<file path="config.mk">
export PLATFORM = sky130hd
export DESIGN_NAME = seg7_scan_ctrl
export DESIGN_NICKNAME = d
export VERILOG_FILES = /design/src/rtl/seg7_scan_ctrl.sv
export SDC_FILE = /design/constraint.sdc
export NUM_CORES = 1
export LEC_CHECK = 0
export ABC_AREA = 1
export BUFFER_PORTS_ARGS = -buffer_cell sky130_fd_sc_hd__buf_2
export CORE_UTILIZATION = 35
export DETAILED_ROUTE_END_ITERATION = 7
export SKIP_CTS_REPAIR_TIMING = 1
export SLEW_MARGIN = 20
export SYNTH_ARGS = -nofsm -noshare
export SYNTH_HDL_FRONTEND = slang
export SYNTH_SLANG_ARGS = --single-unit
</file>
<file path="constraint.sdc">
create_clock -name clk -period 4.15 [get_ports clk]
set_input_delay 0.415 -clock clk [delete_from_list [all_inputs] [get_ports clk]]
set_output_delay 0.415 -clock clk [all_outputs]
set_load 0.02 [all_outputs]
</file>
<file path="src/rtl/seg7_scan_ctrl.sv">
// Self-scanning multiplexed 7-segment controller with a double-buffered display value.
// Optional leading-zero suppression is built only when LZ_SUPPRESS_EN is defined.
module seg7_scan_ctrl #(
    parameter int NUM_DIGITS     = 6,
    parameter int CLK_DIV        = 50000,
    parameter int SEG_ACTIVE_LOW = 0,
    parameter int AN_ACTIVE_LOW  = 0
) (
    input  logic                    clk,
    input  logic                    rst,
    input  logic [4*NUM_DIGITS-1:0] disp_num,
    input  logic [NUM_DIGITS-1:0]   dp_in,
    input  logic [NUM_DIGITS-1:0]   digit_en,
    input  logic                    load,
    output logic [7:0]              SEGMENT,
    output logic [NUM_DIGITS-1:0]   AN,
    output logic                    frame_done
);

    localparam int DIV_W = (CLK_DIV > 1) ? $clog2(CLK_DIV) : 1;
    localparam int IDX_W = (NUM_DIGITS > 1) ? $clog2(NUM_DIGITS) : 1;
    localparam logic [DIV_W-1:0]      DIV_LAST = DIV_W'(CLK_DIV - 1);
    localparam logic [IDX_W-1:0]      IDX_LAST = IDX_W'(NUM_DIGITS - 1);
    localparam logic [7:0]            SEG_INV  = (SEG_ACTIVE_LOW != 0) ? 8'hFF : 8'h00;
    localparam logic [NUM_DIGITS-1:0] AN_INV   = (AN_ACTIVE_LOW != 0) ? '1 : '0;

    logic [DIV_W-1:0]        r_divCnt;
    logic [IDX_W-1:0]        r_idx;
    logic                    r_pending;
    logic [4*NUM_DIGITS-1:0] r_pendNum;
    logic [NUM_DIGITS-1:0]   r_pendDp;
    logic [4*NUM_DIGITS-1:0] r_shadowNum;
    logic [NUM_DIGITS-1:0]   r_shadowDp;

    logic                    w_tick;
    logic                    w_wrap;
    logic [NUM_DIGITS-1:0]   w_lzBlank;
    logic [3:0]              w_nib;
    logic                    w_dp;
    logic                    w_show;
    logic [NUM_DIGITS-1:0]   w_anOneHot;
    logic [7:0]              w_segRaw;
    logic [NUM_DIGITS-1:0]   w_anRaw;

    function automatic logic [6:0] hexToSeg(input logic [3:0] nib);
        logic [6:0] seg;
        case (nib)
            4'h0: seg = 7'h3F;
            4'h1: seg = 7'h06;
            4'h2: seg = 7'h5B;
            4'h3: seg = 7'h4F;
            4'h4: seg = 7'h66;
            4'h5: seg = 7'h6D;
            4'h6: seg = 7'h7D;
            4'h7: seg = 7'h07;
            4'h8: seg = 7'h7F;
            4'h9: seg = 7'h6F;
            4'hA: seg = 7'h77;
            4'hB: seg = 7'h7C;
            4'hC: seg = 7'h39;
            4'hD: seg = 7'h5E;
            4'hE: seg = 7'h79;
            default: seg = 7'h71;
        endcase
        return seg;
    endfunction

    assign w_tick = (r_divCnt == DIV_LAST);
    assign w_wrap = w_tick && (r_idx == IDX_LAST);

`ifdef LZ_SUPPRESS_EN
    // A digit above 0 is blank while it and every higher nibble are zero.
    always_comb begin
        logic w_upperZero;
        w_upperZero = 1'b1;
        w_lzBlank   = '0;
        for (int i = NUM_DIGITS - 1; i > 0; i--) begin
            w_upperZero  = w_upperZero & (r_shadowNum[4*i +: 4] == 4'h0);
            w_lzBlank[i] = w_upperZero;
        end
    end
`else
    assign w_lzBlank = '0;
`endif

    always_comb begin
        w_nib      = 4'h0;
        w_dp       = 1'b0;
        w_show     = 1'b0;
        w_anOneHot = '0;
        for (int i = 0; i < NUM_DIGITS; i++) begin
            if (r_idx == IDX_W'(i)) begin
                w_nib         = r_shadowNum[4*i +: 4];
                w_dp          = r_shadowDp[i];
                w_show        = digit_en[i] & ~w_lzBlank[i];
                w_anOneHot[i] = 1'b1;
            end
        end
    end

    assign w_segRaw = w_show ? {w_dp, hexToSeg(w_nib)} : 8'h00;
    assign w_anRaw  = w_show ? w_anOneHot : '0;

    // Shadow only changes on a wrap tick, so a frame never mixes two values.
    always_ff @(posedge clk) begin
        if (rst) begin
            r_divCnt    <= '0;
            r_idx       <= '0;
            r_pending   <= 1'b0;
            r_pendNum   <= '0;
            r_pendDp    <= '0;
            r_shadowNum <= '0;
            r_shadowDp  <= '0;
            frame_done  <= 1'b0;
            SEGMENT     <= SEG_INV;
            AN          <= AN_INV;
        end else begin
            if (w_tick) begin
                r_divCnt <= '0;
                r_idx    <= (r_idx == IDX_LAST) ? '0 : r_idx + 1'b1;
            end else begin
                r_divCnt <= r_divCnt + 1'b1;
            end

            if (load && w_wrap) begin
                r_shadowNum <= disp_num;
                r_shadowDp  <= dp_in;
                r_pending   <= 1'b0;
            end else if (load) begin
                r_pendNum <= disp_num;
                r_pendDp  <= dp_in;
                r_pending <= 1'b1;
            end else if (w_wrap && r_pending) begin
                r_shadowNum <= r_pendNum;
                r_shadowDp  <= r_pendDp;
                r_pending   <= 1'b0;
            end

            frame_done <= w_wrap;
            SEGMENT    <= w_segRaw ^ SEG_INV;
            AN         <= w_anRaw ^ AN_INV;
        end
    end

endmodule
</file>
==> results.md, run 1 <==
* Fin crit share at approximately 64%
* Yosys top cell area share at 42.0%
* Vias per inst at about 4.7
* Commonest cells post-synth: 153 x nand2_1, 95 x dfxtp_1, 89 x inv_1
* Finish-stage setup viols at 0
* Final design utilization at 41.4%
* Total CTS buffers at 9
* H-tree depth at 3
* Ranking of synthesized cells by area: dfxtp_1 42%, nand2_1 13%, a21oi_1 9.2%
* Vias at between 4000 and 5000
* Core box area at ~0.013 mm²
* Die width at 116 µm
* Port buffer count at 53
* Worst Max-Slew Pin Slew at between 0.8 and 0.9 ns
* Predominant post-synthesis flop cell: dfxtp_1
* Antenna viol nets, final at 0
* CP Max Fanout at 27
* Syn Nets at slightly above 700
* TritonRoute pass-1 iters at 5
* Pleak at approximately 2.5 nW
* Most common cell in the netlist: nand2_1
* Fin. Hold Viols at 0
* CTS Sinks at 95
* # rows at 41
* Area of the multi-input gates at between 0.002 and 0.0025 mm²
* Clock skew at between 0.008 and 0.009 ns
* Post-detail-place hpwl at approximately 7300 µm
* Cell Area, Synth at between 0.004 and 0.005 mm²
* Total grt overflow at 0
* Avg Cell Area, Syn at 6.81 µm²
* Cell taking the most area after synthesis: dfxtp_1
* Setup tns final at 0 ns
* Max_slew headroom at about 44%
* Post-synth ARST share at 0%
* Synth unique cells at 30
* Tot GR Track Use at 16.5%
* WL/cell at 11.7 µm
* Gpl congestion at 0.848
* Max Transition Viols Final at 0
* EDFF count, synth at 0
* NumNets Final at 749
* Worst min path class: in2reg
* CP startpoint kind: flop
* Layout cells sized above 1 at roughly 15%
* Pwr/cell area at between 300 and 400 mW/mm²
* DRC at 0
* Clock transition at path regs at 0.07 ns
* TritonCTS clock tree: yes
* Ports at 54
* Max Cap Viol at 0
* First-pass GRT wire length at around 17000 µm
* # diodes at 0
* Worst vdd ir at 0.000195 V
* DRT Wirelength at between 10000 and 15000 µm
* Seq/Total Area, Yosys at a little over two fifths
* Number of synthesized register bits at between 90 and 100
* Crit path DAT at between 2 and 3 ns
* Fillers at about 1300
* Status: finished clean
* Register area at 0.00190 mm²
* DIE HEIGHT at 116 µm
* CTS Buffer Depth at 2
* Initial core utilization at a little over a third
* Antenna violations before repair at 0
* Pin count of the biggest net entering global routing at 47
* Total power at ~2.0 mW
* DRT iter0 DRCs at just over 200
* Clock Root Buffer: clkbuf_16
* Die area at about 0.013 mm²
* WP data required at 4.43 ns
* RSZ-0062 raised after global routing: false
* Synth Instances at 665
* Tmin final at ~2.6 ns
* Vias in the first global route at approximately 3700
* YS warnings at 0
* Area added between synthesis and finish at 15.3%
* Worst-skew pair later-pin latency at roughly 0.35 ns
* Setup CP Type: reg2reg
* Crit path capture type: flop
* Max Clk Rate at between 300 and 400 MHz
placed cells by master (no fill, tap or decap):
cell,count
clkinv_4,4
nor3b_1,4
inv_2,5
a21oi_1,83
or2_2,19
bufinv_16,2
clkbuf_16,9
inv_8,1
nand2_2,2
nand4_1,13
nor3_1,6
nor4_1,3
o21ai_2,1
nor3_2,1
xor2_1,3
nor3_4,1
nand2_1,153
o21ai_1,1
nand3_1,27
o22ai_1,2
buf_2,53
dfxtp_1,95
o21ai_0,50
buf_4,4
nor2_1,60
mux2i_1,1
o211ai_1,1
nor2_2,2
nand3b_1,2
inv_1,89
ha_1,9
state kept, by name, indices dropped and copies added (netlist names):
signal,count
r_shadowDp,6
r_divCnt,16
r_pendNum,24
frame_done,1
r_pending,1
SEGMENT,8
r_idx,3
AN,6
r_pendDp,6
r_shadowNum,24
layer usage:
layer / up-vias / GRT usage [%] / part of all wire (%)
met1: 1812 / 21.0 / 48
met5: - / 0 / 0
met4: 0 / 8.46 / 2.4
met3: 18 / 3.61 / 4.2
li1: 2180 / - / -
met2: 91 / 26.4 / 45
worst max-delay path: stages, from the launching register on:
cell	delay (ns)
dfxtp_1	0.49
inv_2	0.12
nor3_4	0.46
inv_2	0.14
nor3_1	0.22
nand2_1	0.45
buf_4	0.42
nand2_1	0.09
nand2_1	0.05
a21oi_1	0.12
kinds of logic (layout without fill, tap and decap cells):
group	Yosys count	count (layout)	synth area share [%]
AOI/OAI and AO/OA	138	138	15.4
xor gates and xnor gates	3	3	0.580
adders and majority gates	9	9	2.48
buffers and inverters	126	167	11.1
DFF	95	95	42.0
muxes	1	1	0.221
and+or+nand+nor	293	293	28.2
final cells by class:
type                    instances  share of cell area [%]
clock buffers                   9                    4.31
well taps                     172                    4.12
inverters                      94                    6.75
clock inverters                 7                    2.04
multi-input cells             444                    40.7
repair buffers                 57                    5.65
flip-flops and latches         95                    36.4
power by group:
part,internal (mW),total (mW),switching [mW]
combinational,0.0449,0.117,0.0721
sequential,0.938,0.946,0.00759
clock,0.536,0.901,0.365
metrics by stage:
step                setup WS (ns)  area [µm²]  cells  hold slack [ns]
global route                 1.18        5230    878            0.354
detailed placement           1.50        4890    862            0.444
floorplan                    1.95        4530    665            0.418
finish                       1.51        5230    878            0.353
global placement             1.61        4890    862            0.429
CTS                          1.48        5230    878            0.343
final timing paths:
path	start	to	cells past startpoint	slack (ns)
setup / recovery	r_idx[0]$_SDFFE_PP0N_	r_shadowNum[22]$_SDFFE_PP0P_	9	1.51
hold / removal	disp_num[19]	r_pendNum[19]$_SDFFE_PP0P_	3	0.35
setup reg to reg	r_idx[0]$_SDFFE_PP0N_	r_shadowNum[22]$_SDFFE_PP0P_	9	1.51
hold reg to reg	r_pendNum[12]$_SDFFE_PP0P_	r_pendNum[12]$_SDFFE_PP0P_	2	0.45
Note: power is estimated with default switching activity, not from simulation.
==> run 2, diff against run 1 <==
==> constraint.sdc (replaced) <==
create_clock -name clk -period 2.58 [get_ports clk]
set_input_delay 0.258 -clock clk [delete_from_list [all_inputs] [get_ports clk]]
set_output_delay 0.258 -clock clk [all_outputs]
set_load 0.02 [all_outputs]
==> results.md, run 2 (synthesis results as in run 1) <==
* Worst min path class: in2reg
* Crit path capture type: flop
* Total grt overflow at 0
* # diodes at 0
* Vias in the first global route at around 3800
* Worst-skew pair later-pin latency at between 0.3 and 0.4 ns
* CTS Sinks at 95
* GR peak layer: met2
* Internal at 2.26 mW
* Commonest non-fill, non-tap cell in the layout: nand2_1
* Worst Max-Slew Pin Slew at 0.747 ns
* CP Launch Point: r_idx[0]$_SDFFE_PP0N_
* CP startpoint kind: flop
* Worst vdd ir at 0.000338 V
* Combinational Power Share at approximately 6.5%
* Vias at approximately 4100
* Fin. Hold Viols at 0
* Setup CP Type: reg2reg
* Hold slack at a little under 0.2 ns
* WP data required at between 2 and 3 ns
* Met1 GRT Util at 22.2%
* NumNets Final at ~760
* Vias per inst at around 4.7
* # rows at approximately 40
* Layout cells sized above 1 at between 15 and 20%
* Seq pwr share at 51.2%
* Max Cap Viol at 0
* Antenna viol nets, final at 0
* Pleak at approximately 2.5 nW
* Port buffer count at 53
* RSZ-0062 raised after global routing: false
* Setup slack, reg-to-reg at 0.31 ns
* Antenna violations before repair at 0
* Total CTS buffers at 9
* Clock Power Share at between 40 and 50%
* Gpl congestion at 0.870
* First-pass GRT wire length at 17600 µm
* Max_slew headroom at about half
* Fillers at 1357
* Sw Ratio at a little under a quarter
* Fin crit share at between 80% and 90%
* Pwr/cell area at between 500 and 600 mW/mm²
* DRC at 0
* TritonRoute pass-1 iters at 4
* Status: finished clean
* Worst R2R Start: r_idx[0]$_SDFFE_PP0N_
* Fin cells at 887
* CTS Buffer Depth at 2
* H-tree depth at 3
* Crit path DAT at around 2.5 ns
* Max Clk Rate at 441 MHz
* Reg2reg end: SEGMENT[3]$_SDFF_PP0_
* Most frequent cells in the layout: 153 x nand2_1, 94 x dfxtp_1, 89 x inv_1
* Met3 Resource Use GR at between 3 and 4%
* DRT Wirelength at roughly 11000 µm
* Ports at 54
* Tot GR Track Use at approximately 17%
* DIE HEIGHT at ~120 µm
* Top flop regs: r_pendNum x24, r_shadowNum x24, r_divCnt x16
* M2 GR Usage at 26.6%
* Area added between synthesis and finish at 16.0%
* CP Max Fanout at 10
* Core box area at about 0.013 mm²
* Clock skew at 0.00758 ns
* Tmin final at approximately 2.3 ns
* Die area at between 0.01 and 0.015 mm²
* Max Transition Viols Final at 0
* WL/cell at between 10 and 15 µm
* Die width at approximately 120 µm
* Setup tns final at 0 ns
* Sw power at between 700 and 800 µW
* DRT iter0 DRCs at 223
* FF-to-FF path depth at 13
* Worst setup path end: SEGMENT[3]$_SDFF_PP0_
* Clock transition at path regs at approximately 0.070 ns
* Initial core utilization at about 36%
* Placed cell count at a little under 900
* Clock Root Buffer: clkbuf_16
* Pin count of the biggest net entering global routing at 61
* Finish-stage setup viols at 0
* TritonCTS clock tree: yes
* Post-detail-place hpwl at 7560 µm
run 2: cell count changes in the layout (fill, tap and decap cells not counted), sizes merged:
cell	change
buf	+10
clkbuf	+1
clkinvlp	+2
clkinv	-2
bufinv	-2
run 2: power groups by stage:
stage          logic, mW  registers [mW]  clock network [mW]
2_1_floorplan      0.117            1.56                   0
3_3_place_gp       0.189            1.55                   0
3_5_place_dp       0.194            1.56                   0
4_1_cts            0.195            1.52                1.29
5_1_grt            0.220            1.52                1.35
6_report           0.193            1.52                1.25
run 2: worst min-delay path by stage:
stage	slack (ns)	cells past startpoint	to	from
final	0.20	3	r_pendNum[16]$_SDFFE_PP0P_	disp_num[16]
after global routing	0.20	3	r_pendNum[22]$_SDFFE_PP0P_	disp_num[22]
after CTS	0.18	3	r_pendDp[1]$_SDFFE_PP0P_	dp_in[1]
after detailed placement	0.44	1	r_divCnt[0]$_SDFF_PP0_	r_divCnt[0]$_SDFF_PP0_
after global placement	0.43	1	r_divCnt[0]$_SDFF_PP0_	r_divCnt[0]$_SDFF_PP0_
after floorplan	0.39	2	r_pending$_SDFFE_PP0P_	load
run 2: critical path, cell delays in order, from the launching register on:
cell,delay (ns)
dfxtp_1,0.49
nand2_1,0.08
inv_1,0.07
ha_2,0.26
inv_1,0.12
nand4_1,0.10
nand3_1,0.06
nand2_1,0.06
nand2_1,0.17
inv_1,0.16
ha_1,0.25
nand3b_1,0.16
nand3_1,0.09
a21oi_1,0.06
run 2: layout make-up:
type / count / area [µm²] / area share [%]
clock inverters: 5 / 33.8 / 0.643
multi-input cells: 444 / 2130 / 40.5
repair buffers: 67 / 383 / 7.28
flip-flops and latches: 95 / 1900 / 36.2
inverters: 94 / 353 / 6.71
well taps: 172 / 215 / 4.09
clock buffers: 10 / 239 / 4.55
run 2: through the flow:
stage          area, µm²  power [mW]  util, %  setup slack, ns
2_1_floorplan       4530        1.68        -            0.377
3_3_place_gp        4940        1.74     39.2            0.292
3_5_place_dp        4940        1.75     39.2            0.179
4_1_cts             5220        3.01     41.3            0.176
5_1_grt             5260        3.10     41.7           0.0437
6_report            5260        2.97     41.7            0.312
run 2: per-layer routing:
layer  part of all wire (%)  vias up
li1                       -     2192
met1                     49     1856
met2                     44       73
met3                    3.9       20
met4                    2.9        0
met5                      0        -
==> run 3, diff against run 2 <==
==> constraint.sdc (replaced) <==
create_clock -name clk -period 2.85 [get_ports clk]
set_input_delay 0.285 -clock clk [delete_from_list [all_inputs] [get_ports clk]]
set_output_delay 0.285 -clock clk [all_outputs]
set_load 0.02 [all_outputs]
==> results.md, run 3 (synthesis results as in run 1) <==
* Setup CP Type: reg2reg
* Pleak at roughly 2.4 nW
* Max Clk Rate at slightly above 400 MHz
* Die width at approximately 120 µm
* Top flop regs: r_pendNum x24, r_shadowNum x24, r_divCnt x16
* Finish-stage setup viols at 0
* DRT Wirelength at 10400 µm
* TritonCTS clock tree: yes
* Vias in the first global route at between 3000 and 4000
* Sw power at 622 µW
* Top Family by Delay on Critical Path: simple AND/OR/NAND/NOR gates
* Initial core utilization at between 30% and 40%
* Combinational Power Share at 6.3%
* First-pass GRT wire length at 17200 µm
* Clock skew at approximately 0.0085 ns
* CP startpoint kind: flop
* WP data required at between 3 and 4 ns
* Placed cell count at between 800 and 900
* Antenna violations before repair at 0
* Crit path capture type: flop
* Internal at around 2.1 mW
* Clock Root Buffer: clkbuf_16
* Port buffer count at between 50 and 60
* Seq pwr share at slightly above 50%
* Worst min path class: in2reg
* Max_slew headroom at between 40% and 50%
* CTS Sinks at 95
* Commonest non-fill, non-tap cell in the layout: nand2_1
* Area added between synthesis and finish at 15.1%
* Worst path bufs/invs at 3
* Layout cells sized above 1 at between 10 and 15%
* Total CTS buffers at 9
* Vias at 4086
* Post-detail-place hpwl at about 7400 µm
* Most frequent cells in the layout: 153 x nand2_1, 95 x dfxtp_1, 89 x inv_1
* Gpl congestion at between 0.8 and 0.9
* NumNets Final at 751
* Max Cap Viol at 0
* TritonRoute pass-1 iters at 4
* Worst-skew pair later-pin latency at between 0.3 and 0.4 ns
* Status: finished clean
* Worst vdd ir at 0.000324 V
* DIE HEIGHT at around 120 µm
* Max Transition Viols Final at 0
* WL/cell at 11.8 µm
* Antenna viol nets, final at 0
* CTS Buffer Depth at 2
* Core box area at approximately 0.013 mm²
* H-tree depth at 3
* Worst Max-Slew Pin Slew at between 0.7 and 0.8 ns
* Fin cells at 880
* Fin crit share at a little under nine tenths
* DRC at 0
* CP Max Fanout at 10
* Total grt overflow at 0
* CP cell instances: nand2_1 -> inv_1 -> ha_1 -> inv_1 -> nand4_1 -> nand3_1 -> nand2_1 -> nand2_1 -> inv_1 -> ha_1 -> nand3b_1 -> nand3_1 -> a21oi_1
* # rows at 41
* RSZ-0062 raised after global routing: false
* Vias per inst at roughly 4.6
* Tmin final at around 2.5 ns
* # diodes at 0
* Worst R2R Start: r_idx[1]$_SDFFE_PP0N_
* Largest stage delay, worst path at roughly 0.54 ns
* Crit path DAT at 2.68 ns
* Fin. Hold Viols at 0
* CP Launch Point: r_idx[1]$_SDFFE_PP0N_
* Tot GR Track Use at ~17%
* Pwr/cell area at about 520 mW/mm²
* Clock Power Share at a little over two fifths
* Die area at between 0.01 and 0.015 mm²
* Pin count of the biggest net entering global routing at between 40 and 50
* Hold Startpoint: disp_num[17]
* CP max stage cell: dfxtp_1
* DRT iter0 DRCs at between 200 and 300
* Clock transition at path regs at ~0.070 ns
* Sw Ratio at a little under a quarter
* Setup tns final at 0 ns
* Ports at 54
## run 3: metal layers
metal / vias to the layer above / GRT usage, % / share of wire, %
li1: 2181 / - / -
met1: 1821 / 21.4 / 47
met2: 64 / 25.5 / 46
met3: 20 / 3.45 / 4.2
met4: 0 / 9.32 / 2.7
met5: - / 0 / 0
## run 3: power by group through the flow
stage	clock [mW]	combinational [mW]	sequential [mW]
after floorplan	0	0.106	1.41
after global placement	0	0.170	1.41
after detailed placement	0	0.174	1.41
after CTS	1.21	0.175	1.38
after global routing	1.26	0.198	1.38
final	1.17	0.172	1.38
## run 3: stage by stage
stage / hold WS (ns) / setup slack (ns) / power, mW / area (µm²) / utilization, %
after floorplan: 0.418 / 0.647 / 1.52 / 4530 / -
after global placement: 0.428 / 0.552 / 1.58 / 4920 / 39.0
after detailed placement: 0.441 / 0.416 / 1.58 / 4920 / 39.0
after CTS: 0.215 / 0.410 / 2.77 / 5220 / 41.3
after global routing: 0.231 / 0.119 / 2.83 / 5220 / 41.3
final: 0.222 / 0.389 / 2.72 / 5220 / 41.3
## run 3: final cells by class
class                      count  area, µm²
multi-input combinational    444       2130
clock buffer                  13        270
tap                          172        215
inverter                      94        353
sequential                    95       1900
clock inverter                 3       25.0
fill                        1388       7400
timing repair buffer          59        323
## run 3: path summary, 6_finish.rpt
path / to / slack, ns / cells past startpoint
min reg2reg: r_pendNum[13]$_SDFFE_PP0P_ / 0.45 / 2
max reg2reg: SEGMENT[3]$_SDFF_PP0_ / 0.39 / 13
min: r_pendNum[17]$_SDFFE_PP0P_ / 0.22 / 3
max: SEGMENT[3]$_SDFF_PP0_ / 0.39 / 13
## run 3: worst register-to-register path, delay by kind of cell (launching register included)
| family | cells | cell delay, ns |
|---|---|---|
| and+or+nand+nor | 7 | 0.78 |
| buffers and inverters | 3 | 0.38 |
| AOI/OAI and AO/OA | 1 | 0.07 |
| adders and majority gates | 2 | 0.59 |
| DFF | 1 | 0.54 |
